<file path="config.mk">
export PLATFORM = sky130hd
export DESIGN_NAME = exec_pipe_unit
export DESIGN_NICKNAME = d
export VERILOG_FILES = /design/src/rtl/exec_pkg.sv /design/src/rtl/exec_iter_mul.sv /design/src/rtl/exec_pipe_unit.sv
export SDC_FILE = /design/constraint.sdc
export NUM_CORES = 1
export LEC_CHECK = 0
export BUFFER_PORTS_ARGS = -buffer_cell sky130_fd_sc_hd__buf_2
export CAP_MARGIN = 0
export CORE_ASPECT_RATIO = 2
export CORE_UTILIZATION = 45
export CTS_CLUSTER_DIAMETER = 80
export DETAILED_ROUTE_END_ITERATION = 8
export PLACE_DENSITY = 0.67
export SLEW_MARGIN = 20
export SYNTH_ARGS = -nofsm -noshare
export SYNTH_HDL_FRONTEND = slang
export SYNTH_SLANG_ARGS = --single-unit
</file>
<file path="constraint.sdc">
create_clock -name clk -period 5.8 [get_ports clk]
set_clock_uncertainty 0.05 [all_clocks]
set_input_delay 1.45 -clock clk [delete_from_list [all_inputs] [get_ports clk]]
set_output_delay 1.45 -clock clk [all_outputs]
set_load 0.05 [all_outputs]
</file>
<file path="src/rtl/exec_pkg.sv">
// Shared types for the WISC execute stage: ALU opcodes, branch types and FSM states.
package exec_pkg;

    typedef enum logic [3:0] {
        OP_ADD  = 4'd0,
        OP_SUB  = 4'd1,
        OP_AND  = 4'd2,
        OP_OR   = 4'd3,
        OP_XOR  = 4'd4,
        OP_ANDN = 4'd5,
        OP_SLL  = 4'd6,
        OP_SRL  = 4'd7,
        OP_SRA  = 4'd8,
        OP_ROL  = 4'd9,
        OP_SEQ  = 4'd10,
        OP_SLT  = 4'd11,
        OP_SLE  = 4'd12,
        OP_SCO  = 4'd13,
        OP_BTR  = 4'd14,
        OP_MUL  = 4'd15
    } alu_op_e;

    typedef enum logic [2:0] {
        BR_NOBR = 3'd0,
        BR_EQZ  = 3'd1,
        BR_NEZ  = 3'd2,
        BR_LTZ  = 3'd3,
        BR_GEQZ = 3'd4
    } br_type_e;

    typedef enum logic [1:0] {
        IDLE = 2'd0,
        MUL  = 2'd1,
        HOLD = 2'd2
    } state_e;

    localparam logic [2:0] BR_LAST_LEGAL = 3'd4;

endpackage

</file>
<file path="src/rtl/exec_iter_mul.sv">
// Iterative shift-add multiplier: one partial product per cycle, WIDTH cycles per multiply.
module exec_iter_mul #(
    parameter int WIDTH = 16
) (
    input  logic             clk_i,
    input  logic             rst_i,
    input  logic             start_i,
    input  logic [WIDTH-1:0] a_i,
    input  logic [WIDTH-1:0] b_i,
    output logic             done_o,
    output logic [WIDTH-1:0] prod_o
);
    localparam int CW = $clog2(WIDTH) + 1;

    logic [WIDTH-1:0] acc_q, acc_d, mcand_q, mcand_d, mplier_q, mplier_d, acc_step;
    logic [CW-1:0]    cnt_q, cnt_d;
    logic             busy_q, busy_d;

    assign acc_step = mplier_q[0] ? acc_q + mcand_q : acc_q;
    // done and product are valid during the final iteration so the caller can capture on that edge
    assign done_o   = busy_q && (cnt_q == CW'(1));
    assign prod_o   = acc_step;

    always_comb begin
        acc_d    = acc_q;
        mcand_d  = mcand_q;
        mplier_d = mplier_q;
        cnt_d    = cnt_q;
        busy_d   = busy_q;
        if (start_i) begin
            acc_d    = '0;
            mcand_d  = a_i;
            mplier_d = b_i;
            cnt_d    = CW'(WIDTH);
            busy_d   = 1'b1;
        end else if (busy_q) begin
            acc_d    = acc_step;
            mcand_d  = mcand_q << 1;
            mplier_d = mplier_q >> 1;
            cnt_d    = cnt_q - CW'(1);
            busy_d   = (cnt_q != CW'(1));
        end
    end

    always_ff @(posedge clk_i) begin
        if (rst_i) begin
            acc_q    <= '0;
            mcand_q  <= '0;
            mplier_q <= '0;
            cnt_q    <= '0;
            busy_q   <= 1'b0;
        end else begin
            acc_q    <= acc_d;
            mcand_q  <= mcand_d;
            mplier_q <= mplier_d;
            cnt_q    <= cnt_d;
            busy_q   <= busy_d;
        end
    end

endmodule

</file>
<file path="src/rtl/exec_pipe_unit.sv">
// Registered WISC execute stage: ALU, set-condition, branch/jump resolution and EX/MEM register.
// Optional iterative multiplier enabled by defining EXEC_MUL_EN.
module exec_pipe_unit
    import exec_pkg::*;
#(
    parameter int WIDTH = 16
) (
    input  logic             clk,
    input  logic             rst,
    input  logic             id_valid,
    output logic             id_ready,
    input  logic [3:0]       id_alu_op,
    input  logic [2:0]       id_br_type,
    input  logic             id_jump,
    input  logic             id_return,
    input  logic             id_use_imm,
    input  logic [WIDTH-1:0] id_pc_incr,
    input  logic [WIDTH-1:0] id_reg1,
    input  logic [WIDTH-1:0] id_reg2,
    input  logic [WIDTH-1:0] id_imm,
    input  logic [WIDTH-1:0] id_offset,
    input  logic [2:0]       id_wb_reg,
    output logic             ex_valid,
    input  logic             mem_ready,
    output logic [WIDTH-1:0] ex_result,
    output logic [WIDTH-1:0] ex_store_data,
    output logic [2:0]       ex_wb_reg,
    output logic             redirect,
    output logic [WIDTH-1:0] redirect_pc,
    output logic             err
);
    localparam int SHW = $clog2(WIDTH);

    state_e           state_q;
    logic             ex_valid_q, redirect_q, redir_pend_q, err_q;
    logic [WIDTH-1:0] ex_result_q, ex_store_data_q, redirect_pc_q;
    logic [2:0]       ex_wb_reg_q;

    alu_op_e          op;
    logic [WIDTH-1:0] opa, opb, diff, alu_res, target, rol_res, btr_res;
    logic [WIDTH:0]   sum_c;
    logic [SHW-1:0]   amt;
    logic [SHW:0]     ramt;
    logic             ovf, slt, eq, taken, op_illegal, br_illegal, illegal;
    logic             accept, is_mul, redir_now, mul_done;
    logic [WIDTH-1:0] mul_prod;

    assign op     = alu_op_e'(id_alu_op);
    assign opa    = id_reg1;
    assign opb    = id_use_imm ? id_imm : id_reg2;
    assign amt    = opb[SHW-1:0];
    assign ramt   = (SHW+1)'(WIDTH) - {1'b0, amt};
    assign sum_c  = {1'b0, opa} + {1'b0, opb};
    assign diff   = opa - opb;
    assign ovf    = (opa[WIDTH-1] ^ opb[WIDTH-1]) & (diff[WIDTH-1] ^ opa[WIDTH-1]);
    assign slt    = diff[WIDTH-1] ^ ovf;
    assign eq     = (opa == opb);
    // shifting by WIDTH yields zero, so amt==0 rotates to A unchanged
    assign rol_res = (opa << amt) | (opa >> ramt);

    always_comb begin
        btr_res = '0;
        for (int unsigned i = 0; i < WIDTH; i++) begin
            btr_res[i] = opa[WIDTH-1-i];
        end
    end

`ifdef EXEC_MUL_EN
    assign op_illegal = 1'b0;
`else
    assign op_illegal = (op == OP_MUL);
`endif
    assign br_illegal = (id_br_type > BR_LAST_LEGAL);
    assign illegal    = op_illegal | br_illegal;

    always_comb begin
        alu_res = '0;
        case (op)
            OP_ADD:  alu_res = sum_c[WIDTH-1:0];
            OP_SUB:  alu_res = opb - opa;
            OP_AND:  alu_res = opa & opb;
            OP_OR:   alu_res = opa | opb;
            OP_XOR:  alu_res = opa ^ opb;
            OP_ANDN: alu_res = opa & ~opb;
            OP_SLL:  alu_res = opa << amt;
            OP_SRL:  alu_res = opa >> amt;
            OP_SRA:  alu_res = $signed(opa) >>> amt;
            OP_ROL:  alu_res = rol_res;
            OP_SEQ:  alu_res = {{(WIDTH-1){1'b0}}, eq};
            OP_SLT:  alu_res = {{(WIDTH-1){1'b0}}, slt};
            OP_SLE:  alu_res = {{(WIDTH-1){1'b0}}, slt | eq};
            OP_SCO:  alu_res = {{(WIDTH-1){1'b0}}, sum_c[WIDTH]};
            OP_BTR:  alu_res = btr_res;
            default: alu_res = '0;
        endcase
        if (illegal) alu_res = '0;
    end

    always_comb begin
        taken = 1'b0;
        case (id_br_type)
            BR_EQZ:  taken = (id_reg1 == '0);
            BR_NEZ:  taken = (id_reg1 != '0);
            BR_LTZ:  taken = id_reg1[WIDTH-1];
            BR_GEQZ: taken = !id_reg1[WIDTH-1];
            default: taken = 1'b0;
        endcase
    end

    assign target    = (id_return ? id_reg1 : id_pc_incr) + id_offset;
    assign redir_now = !illegal && (taken || id_jump);
    assign id_ready  = !rst && (state_q == IDLE) && (!ex_valid_q || mem_ready);
    assign accept    = id_valid && id_ready;
    assign is_mul    = !illegal && (op == OP_MUL);

`ifdef EXEC_MUL_EN
    exec_iter_mul #(.WIDTH(WIDTH)) u_mul (
        .clk_i   (clk),
        .rst_i   (rst),
        .start_i (accept && is_mul),
        .a_i     (opa),
        .b_i     (opb),
        .done_o  (mul_done),
        .prod_o  (mul_prod)
    );
`else
    assign mul_done = 1'b0;
    assign mul_prod = '0;
`endif

    always_ff @(posedge clk) begin
        if (rst) begin
            state_q         <= IDLE;
            ex_valid_q      <= 1'b0;
            redirect_q      <= 1'b0;
            redir_pend_q    <= 1'b0;
            err_q           <= 1'b0;
            ex_result_q     <= '0;
            ex_store_data_q <= '0;
            redirect_pc_q   <= '0;
            ex_wb_reg_q     <= '0;
        end else begin
            if (accept && illegal) err_q <= 1'b1;
            case (state_q)
                IDLE: begin
                    if (accept) begin
                        ex_wb_reg_q     <= id_wb_reg;
                        ex_store_data_q <= id_reg2;
                        redirect_pc_q   <= target;
                        if (is_mul) begin
                            // sideband loads now while ex_valid is low; redirect waits for the product
                            state_q      <= MUL;
                            ex_valid_q   <= 1'b0;
                            redirect_q   <= 1'b0;
                            redir_pend_q <= redir_now;
                        end else begin
                            ex_valid_q  <= 1'b1;
                            ex_result_q <= alu_res;
                            redirect_q  <= redir_now;
                        end
                    end else if (ex_valid_q && mem_ready) begin
                        ex_valid_q <= 1'b0;
                        redirect_q <= 1'b0;
                    end
                end
                MUL: begin
                    if (mul_done) begin
                        ex_result_q <= mul_prod;
                        ex_valid_q  <= 1'b1;
                        redirect_q  <= redir_pend_q;
                        state_q     <= HOLD;
                    end
                end
                HOLD: begin
                    if (mem_ready) begin
                        ex_valid_q <= 1'b0;
                        redirect_q <= 1'b0;
                        state_q    <= IDLE;
                    end
                end
                default: state_q <= IDLE;
            endcase
        end
    end

    assign ex_valid      = ex_valid_q;
    assign ex_result     = ex_result_q;
    assign ex_store_data = ex_store_data_q;
    assign ex_wb_reg     = ex_wb_reg_q;
    assign redirect      = redirect_q;
    assign redirect_pc   = redirect_pc_q;
    assign err           = err_q;

endmodule
</file>
==> metrics.txt, run 1 <==
Syn Area/Cell 7.42 µm²; data required time at the worst endpoint 5980 ps; vias in the first global route 9,825; clk slew on worst S/H paths about 80 ps; Final Cell Area 9550 µm²; Worst VDD drop approximately 0.17 mV; critical path fanouts, max 13; final setup fails 0; PD cells 194 nW/µm²; clk buf depth 2; Slew Limit Fails 0; share of cells above drive strength 1 0.201; Clk Latency, worst-skew pair 310 ps; Final nets 1,443; drt first-iter violations 811; Port Buf Inserts around 150; CTS Sinks 55; largest net degree at the start of global routing 43; Async SR Flop Fraction 0; clock tree from TritonCTS yes; routed wire length 44,000 µm; detailed-placement wirelength estimate between 30,000 and 40,000 µm; max_cap viols 0; sw frac 0.505; Layout area overhead 12.7%; sequential share of the synthesized area 0.130; CP max-delay cell a21oi_1; total track usage 0.456; Post-DRT Antenna Nets 0; initial antenna violation count 3; final core utilization 0.519; share of total power in the clock network 0.181; total grt overflow 0; Detailed Routing Iterations Pass 1 6; worst stage delay on the critical path 730 ps; FP Rows 70; num ports 152; Pleak 0.00431 µW; CTS Hold Buffers Added 0; WS Path Type in -> reg; Die ar. approximately 19,000 µm²; yosys warns 0; unrepaired setup endpoints after global routing false; Switch Pwr 938 µW; GP Congestion 1.07; # H-tree levels 2; Seq pwr share 0.233; vias post-DR 9,924; synthesized instance count roughly 1.1k; Crit path arrival time between 5000 and 6000 ps; top_reg_cell synth dfxtp_1; first-pass GRT wire length 64,100 µm; die height between 150 and 200 µm; CTS buffer count 5; number of setup buffers added after CTS 0; DRC viols 0; number of vias per cell between 6 and 7; syn_nets 1,328; worst rel slew slack 0.138; Antenna Cells 0; number of flops mapped to enable cells by yosys 0; WL/cell 29.8 µm; setup TNS 0 ps; dpl ws 306 ps; # resized after CTS 0; Seq cells post-synth 55; synth unique cells 79; Final WS setup between 300 and 400 ps; FMAX ~180 MHz; status finished clean; Internal 918 µW; dpl cell area between 9000 and 10,000 µm²; worst-margin pin slew approximately 1300 ps; crit end category flop; initial core utilization 0.461; die width 99.0 µm; Hold Crit Class reg -> reg; Startpoint Class input port; crit path cell chain buf_2 > buf_4 > mux2i_1 > inv_1 > ha_1 > or2_2 > or3_1 > o211ai_1 > a32oi_1 > a21oi_1 > nor4_1 > o21ai_0; Hold Fails Final Rpt 0; fin crit period 5460 ps; Combinational Power Share 0.586; Core Area roughly 18,000 µm²; clk root buf clkbuf_16; crit share post-route 0.941; synthesized area 8480 µm²
-- synth_stat cells (12+ instances only) --
cell type / n / share of area
nand2_1: 140 / 0.062
nor2_1: 88 / 0.039
ha_1: 84 / 0.12
o21ai_0: 81 / 0.048
a21oi_1: 76 / 0.045
mux2i_1: 63 / 0.074
dfxtp_1: 55 / 0.13
clkbuf_1: 50 / 0.022
inv_1: 50 / 0.022
nand3b_1: 37 / 0.033
nor3_1: 32 / 0.019
nand3_1: 30 / 0.018
a211oi_1: 22 / 0.019
mux2_2: 19 / 0.025
nand2b_1: 16 / 0.012
a221oi_1: 15 / 0.016
a31oi_1: 15 / 0.011
buf_2: 15 / 0.0089
o211ai_1: 15 / 0.013
o21bai_1: 14 / 0.012
xnor2_1: 13 / 0.013
nor4_1: 12 / 0.0089
-- layout make-up --
type	instances	area, µm²
flip-flops and latches	55	1100
clock buffers	5	125
fillers	1861	8840
multi-input cells	950	6760
well taps	216	270
repair buffers	193	1070
inverters	53	199
clock inverters	3	22.5
-- per-layer routing --
| metal | routed length, µm | global-route usage |
|---|---|---|
| met1 | 13700 | 0.431 |
| met5 | 12 | 0 |
| met4 | 5660 | 0.472 |
| met3 | 3850 | 0.129 |
| met2 | 20800 | 0.762 |
-- path summary, 6_finish.rpt --
check / end / cells past startpoint / startpoint / slack (ps)
min: redirect_pc[2] / 2 / redirect_pc[2] / 410
max reg2reg: ex_result[6] / 8 / state_q[0] / 2980
max: ex_result[7] / 12 / id_use_imm / 340
min reg2reg: redirect_pc[2] / 2 / redirect_pc[2] / 410
-- power groups by stage --
stage,clock (µW),combinational [µW],sequential [µW]
6_report,336,1090,432
5_1_grt,346,1150,435
4_1_cts,335,1050,430
3_5_place_dp,0,1040,438
3_3_place_gp,0,1040,438
2_1_floorplan,0,598,548
-- logic make-up after synthesis --
| group | Yosys count | share of synthesized area |
|---|---|---|
| compound gates | 341 | 0.269 |
| xor+xnor | 25 | 0.0276 |
| fa+ha+maj | 88 | 0.133 |
| buf+inv | 138 | 0.0751 |
| flops | 55 | 0.130 |
| mux | 97 | 0.135 |
| simple gates | 399 | 0.230 |
-- through the flow --
step	hold slack (ps)	total power, µW	cells
4_1_cts	413	1810	1475
5_1_grt	440	1930	1475
6_report	409	1860	1475
2_1_floorplan	425	1150	1143
3_5_place_dp	397	1480	1467
3_3_place_gp	384	1480	1467
-- worst max-delay path, delay by kind of cell --
family          cells  cell delay (ps)
mux                 1              690
buf+inv             3              820
simple gates        3              810
compound gates      4             1620
fa+ha+maj           1              250
-- placed cells by master (no fill, tap or decap), types with 8 or more instances in the layout --
cell type / count
a211oi_1: 22
a21oi_1: 76
a221oi_1: 15
a31oi_1: 15
a32oi_1: 8
buf_2: 151
buf_4: 42
dfxtp_1: 55
ha_1: 84
inv_1: 50
mux2_2: 19
mux2i_1: 63
mux4_2: 8
nand2_1: 140
nand2b_1: 16
nand3_1: 30
nand3b_1: 37
nor2_1: 87
nor2b_1: 10
nor3_1: 32
nor4_1: 11
o211ai_1: 15
o21ai_0: 81
o21bai_1: 14
o221ai_1: 8
o22ai_1: 10
xnor2_1: 13
xor2_1: 10
No activity file was read; power rests on OpenSTA's default activity.
==> run 2, diff against run 1 <==
Clock period 5.8 ns to 6.05 ns, I/O delays scaled along.
==> run 2 against run 1 <==
Effect of this change:
- cell area increased by 0.22%
- register-to-register slack better by 190 ps
- setup slack improved by 300 ps
- hold slack about the same
- final cell count rose by 0.20%
- count of clock-buffer cells in the layout stayed put
- power down 2.2%
- clock power decreased by 2%
- combinational power barely moved
- critical path depth unchanged
- first-iteration DRC count is 18% lower
- critical endpoint is now ex_result[15]
- largest cell class unchanged
==> metrics.txt, run 2 (synthesis results as in run 1) <==
Startpoint Class input port; Slew Limit Fails 0 (unchanged); routed wire length 45,400 µm (+3.1%); max_cap viols 0 (unchanged); Pleak 0.00433 µW (+0.31%); vias in the first global route 9,901 (+0.77%); clock tree from TritonCTS yes; worst stage delay on the critical path 720 ps (about the same); detailed-placement wirelength estimate 34,600 µm (+2.4%); largest net degree at the start of global routing 43 (unchanged); setup TNS 0 ps (unchanged); # resized after CTS 0 (unchanged); delay-heaviest family, CP compound AO/OA/AOI/OAI gates; status finished clean; die width 99.0 µm (unchanged); total grt overflow 0 (unchanged); R2R setup slack 3170 ps (+190 ps); FMAX 185 MHz; fillers 1,902 (+2.2%); FP Rows 70 (unchanged); CTS Sinks 55 (unchanged); CTS buffer count 5 (unchanged); data required time at the worst endpoint 6230 ps (+250 ps); clk root buf clkbuf_16; GP Congestion 1.04 (-2.8%); worst rel slew slack 0.123 (-0.0146); R2R Path Start state_q[0]; WL/cell 30.7 µm (+2.9%); WS Path Type in -> reg; first-pass GRT wire length 65,300 µm (+2.0%); Die ar. 19,400 µm² (unchanged); Crit path arrival time 5590 ps (-50 ps); # H-tree levels 2 (unchanged); most frequent cells in the layout buf_2, nand2_1, nor2_1; reg2reg end ex_result[11]; Buf/Inv on CP 2 (-1); vias post-DR 10.0k (+1.1%); Detailed Routing Iterations Pass 1 7 (+1); CTS Hold Buffers Added 0 (unchanged); most common cell after layout, fill and taps aside buf_2; crit share post-route 0.894; Hold Crit Class reg -> reg; cells on worst reg2reg path 8 (unchanged); initial core utilization 0.461 (unchanged); Hold Crit Start ex_result[4]; number of setup buffers added after CTS 0 (unchanged); total track usage 0.470 (+0.0134); worst hold endpoint ex_result[4]; Hold Fails Final Rpt 0 (unchanged); drt first-iter violations 661 (-18%); Port Buf Inserts 151 (unchanged); fin crit period 5410 ps; CP max-delay cell mux2i_1; number of vias per cell 6.79 (+0.94%); unrepaired setup endpoints after global routing false; die height 196 µm (unchanged); Antenna Cells 0 (unchanged); Layout area overhead 13.0%; Final nets 1,446 (+0.21%); Worst VDD drop 0.141 mV (-16%); crit path cell chain buf_2 > mux2i_1 > inv_1 > ha_1 > or2_2 > or3_1 > o211ai_1 > o211ai_2 > xnor2_1 > a2111oi_0 > o211ai_1 > a22o_1; final hold slack 409 ps (+0.106 ps); critical path fanouts, max 13 (unchanged); crit end category flop; num ports 152 (unchanged); Most common cell on crit path o211ai_1; worst-margin pin slew 1300 ps (+21.7 ps); PD cells 189 nW/µm² (-2.5%); DRC viols 0 (unchanged); share of cells above drive strength 1 0.203 (+0.00190); final setup fails 0 (unchanged); Core Area 18,400 µm² (unchanged); Hold Path Cell Cnt 2 (unchanged); Post-DRT Antenna Nets 0 (unchanged); clk slew on worst S/H paths 90 ps (about the same); initial antenna violation count 2 (-1); Clk Latency, worst-skew pair 320 ps (about the same); clk buf depth 2 (unchanged)
## run 2: cell count changes in the layout (fill, tap and decap cells not counted), sizes merged
| cell | delta |
|---|---|
| buf | +3 |
## run 2: worst max-delay path by stage
stage                     from       endpoint  slack (ps)  cells past startpoint
floorplan           id_use_imm   ex_result[0]        1280                     19
global placement    id_use_imm  ex_result[15]         650                     12
detailed placement  id_use_imm  ex_result[15]         500                     12
CTS                 id_use_imm  ex_result[15]         830                     12
global route        id_use_imm   ex_result[0]         570                     15
finish              id_use_imm  ex_result[15]         640                     12
## run 2: layout make-up
type / instances / area (µm²) / share of cell area
clock buffers: 5 / 125 / 0.0131
clock inverters: 3 / 22.5 / 0.00235
inverters: 53 / 199 / 0.0208
multi-input cells: 950 / 6760 / 0.706
flip-flops and latches: 55 / 1100 / 0.115
well taps: 216 / 270 / 0.0282
repair buffers: 196 / 1090 / 0.114
## run 2: power by group
group / switching [µW] / total, µW / internal, µW
Clock: 173 / 330 / 157
Combinational: 731 / 1070 / 340
Sequential: 20.4 / 414 / 393
## run 2: tightest hold or removal path: cells and delay by family (launching register included)
kind | cells | cell delay [ps]
flip-flops | 1 | 310
AND/OR/NAND/NOR | 1 | 50
AO/OA/AOI/OAI | 1 | 50
## run 2: stage by stage
stage                     cell area, µm²  cells  setup WS (ps)  total power [µW]   util
final                               9570   1478            639              1810  0.521
after global routing                9570   1478            568              1880  0.521
after CTS                           9570   1478            835              1770  0.521
after detailed placement            9430   1470            495              1440  0.513
after global placement              9430   1470            650              1440  0.513
after floorplan                     8480   1143           1280              1100      -
## run 2: routing by layer
metal	track usage	vias up	part of all wire
met5	0	-	0.00068
met4	0.490	4	0.13
met3	0.163	276	0.095
met2	0.782	600	0.47
met1	0.425	4733	0.30
li1	-	4425	-
==> run 3, diff against run 2 <==
Settings changed: CELL_PAD_IN_SITES_DETAIL_PLACEMENT set to 0, CELL_PAD_IN_SITES_GLOBAL_PLACEMENT set to 1, CORE_UTILIZATION 45 to 42, PLACE_DENSITY 0.67 to unset, PLACE_DENSITY_LB_ADDON set to 0.1, SLEW_MARGIN 20 to unset.
==> run 3 against run 2 <==
Effect of this change:
- final cell count grew 3.5%
- via count grew 1.0%
- flip-flop and latch count is the same
- utilization shrank 3.1 points
- register-to-register slack gained 270 ps
- global-route usage shrank 0.93 points
- cell area grew 1.2%
- combinational power is essentially flat
- sequential share of layout area shrank 0.14 points
- clock power grew 10%
- setup slack lost 200 ps
- sequential power is essentially flat
- critical endpoint is now ex_result[0]
- largest cell class unchanged
- highest routed layer unchanged
==> metrics.txt, run 3 (synthesis results as in run 1) <==
Final Cell Area 9690 µm² (+1.2%); Final WS setup 439 ps (-201 ps); number of setup buffers added after CTS 0 (unchanged); largest net degree at the start of global routing 43 (unchanged); CTS Sinks 55 (unchanged); worst-margin pin slew 1430 ps (+132 ps); Layout area overhead 14.4%; Buf/Inv on CP 2 (unchanged); vias in the first global route 9,971 (+0.71%); detailed-placement wirelength estimate 34,500 µm (-0.47%); Hold Fails Final Rpt 0 (unchanged); # resized after CTS 0 (unchanged); vias post-DR 10.1k (+1.0%); CTS Hold Buffers Added 0 (unchanged); CTS buffer count 5 (unchanged); Startpoint Class input port; # H-tree levels 2 (unchanged); total track usage 0.461 (-0.00926); total grt overflow 0 (unchanged); initial core utilization 0.428 (-0.0332); DRC viols 0 (unchanged); fin crit period 5610 ps (+201 ps); dpl cell area 9520 µm² (+0.97%); delay-heaviest family, CP compound AO/OA/AOI/OAI gates; WL/cell 30.5 µm (-0.59%); worst rel slew slack 0.0369 (-0.0862); drt first-iter violations 877 (+33%); final setup fails 0 (unchanged); routed wire length 46,700 µm (+2.8%); first-pass GRT wire length 67,600 µm (+3.5%); dpl ws 387 ps (-108 ps); number of cells after detailed placement 1,518 (+3.3%); total power 1840 µW (+1.5%); data required time at the worst endpoint 6210 ps (-20 ps); die width 102 µm (+3.4%); unrepaired setup endpoints after global routing false; num ports 152 (unchanged); clk slew on worst S/H paths 100 ps (about the same); final non-filler cell total 1,529 (+3.5%); Port Buf Inserts 151 (unchanged); die height 203 µm (+3.5%); worst stage delay on the critical path 840 ps (+120 ps); Clk Latency, worst-skew pair 310 ps (about the same); GP Congestion 1.10 (+5.8%); Pleak 0.00435 µW (+0.55%); crit path cell chain buf_2 > mux2i_2 > buf_4 > ha_1 > o21bai_1 > a21oi_1 > o21bai_1 > a21oi_1 > o21bai_1 > a21oi_1 > nor2_1 > a211oi_1 > fa_1 > o2bb2ai_1 > nand2_1 > o311ai_0 > nor4b_1 > o21ai_1; share of cells above drive strength 1 0.204 (+0.00126); Core Area 19,800 µm² (+7.8%); Post-DRT Antenna Nets 0 (unchanged); number of vias per cell 6.63 (-2.4%); clock tree from TritonCTS yes; setup TNS 0 ps (unchanged); WS Path Type in -> reg; Final nets 1,448 (+0.14%); Worst VDD drop 0.177 mV (+26%); FP Rows 73 (+4.3%); most frequent cells in the layout buf_2, nand2_1, nor2_1; Slew Limit Fails 0 (unchanged); CP max-delay cell mux2i_2; FMAX 178 MHz (-3.6%); Crit path arrival time 5770 ps (+180 ps); crit share post-route 0.927 (+0.0332); critical path fanouts, max 22 (+9); PD cells 190 nW/µm² (+0.22%); initial antenna violation count 3 (+1); status finished clean; Detailed Routing Iterations Pass 1 6 (-1); most common cell after layout, fill and taps aside buf_2; crit end category flop; clk root buf clkbuf_16; Hold Crit Class reg -> reg; Die ar. 20,800 µm² (+7.0%); max_cap viols 0 (unchanged); clk buf depth 2 (unchanged)
run 3: cell count changes in the layout (fill, tap and decap cells not counted), sizes merged:
cell	previous run	this run
bufinv	0	1
buf	196	198
diode	0	3
clkbuf	5	6
clkinv	2	0
run 3: per-stage QoR:
stage / hold WS [ps] / util
floorplan: 425 / -
global placement: 389 / 0.480
detailed placement: 397 / 0.480
CTS: 409 / 0.489
global route: 436 / 0.489
finish: 408 / 0.489
run 3: final timing paths:
kind	cells after the start	startpoint	slack [ps]	endpoint
setup / recovery	18	id_use_imm	440	ex_result[0]
hold / removal	2	redirect_pc[2]	410	redirect_pc[2]
setup reg to reg	8	state_q[0]	3440	ex_result[13]
hold reg to reg	2	redirect_pc[2]	410	redirect_pc[2]
run 3: where the power goes:
part	switching [µW]	internal (µW)	total, µW
Combinational	723	339	1060
Clock	166	198	364
Sequential	20.9	393	414
Total	910	931	1840
run 3: worst register-to-register path, cell delays in order, from the launching register on:
cell and delay, ps:
dfxtp_1 350, nand2b_1 220, a211oi_4 260, nor2_2 70
buf_4 270, a221oi_1 500, o21ai_0 180, a211oi_1 440
a31oi_1 150
run 3: metal layers:
layer	share of wire	vias up	GRT usage
li1	-	4439	-
met1	0.32	4799	0.437
met2	0.47	624	0.735
met3	0.10	274	0.193
met4	0.11	2	0.418
met5	0.00028	-	0
run 3: cell type report:
type / instances / area [µm²]
inverters: 53 / 199
clock buffers: 6 / 129
flip-flops and latches: 55 / 1100
repair buffers: 198 / 1120
clock inverters: 2 / 38.8
diodes: 3 / 7.51
fillers: 2158 / 10100
well taps: 262 / 328
multi-input cells: 950 / 6770
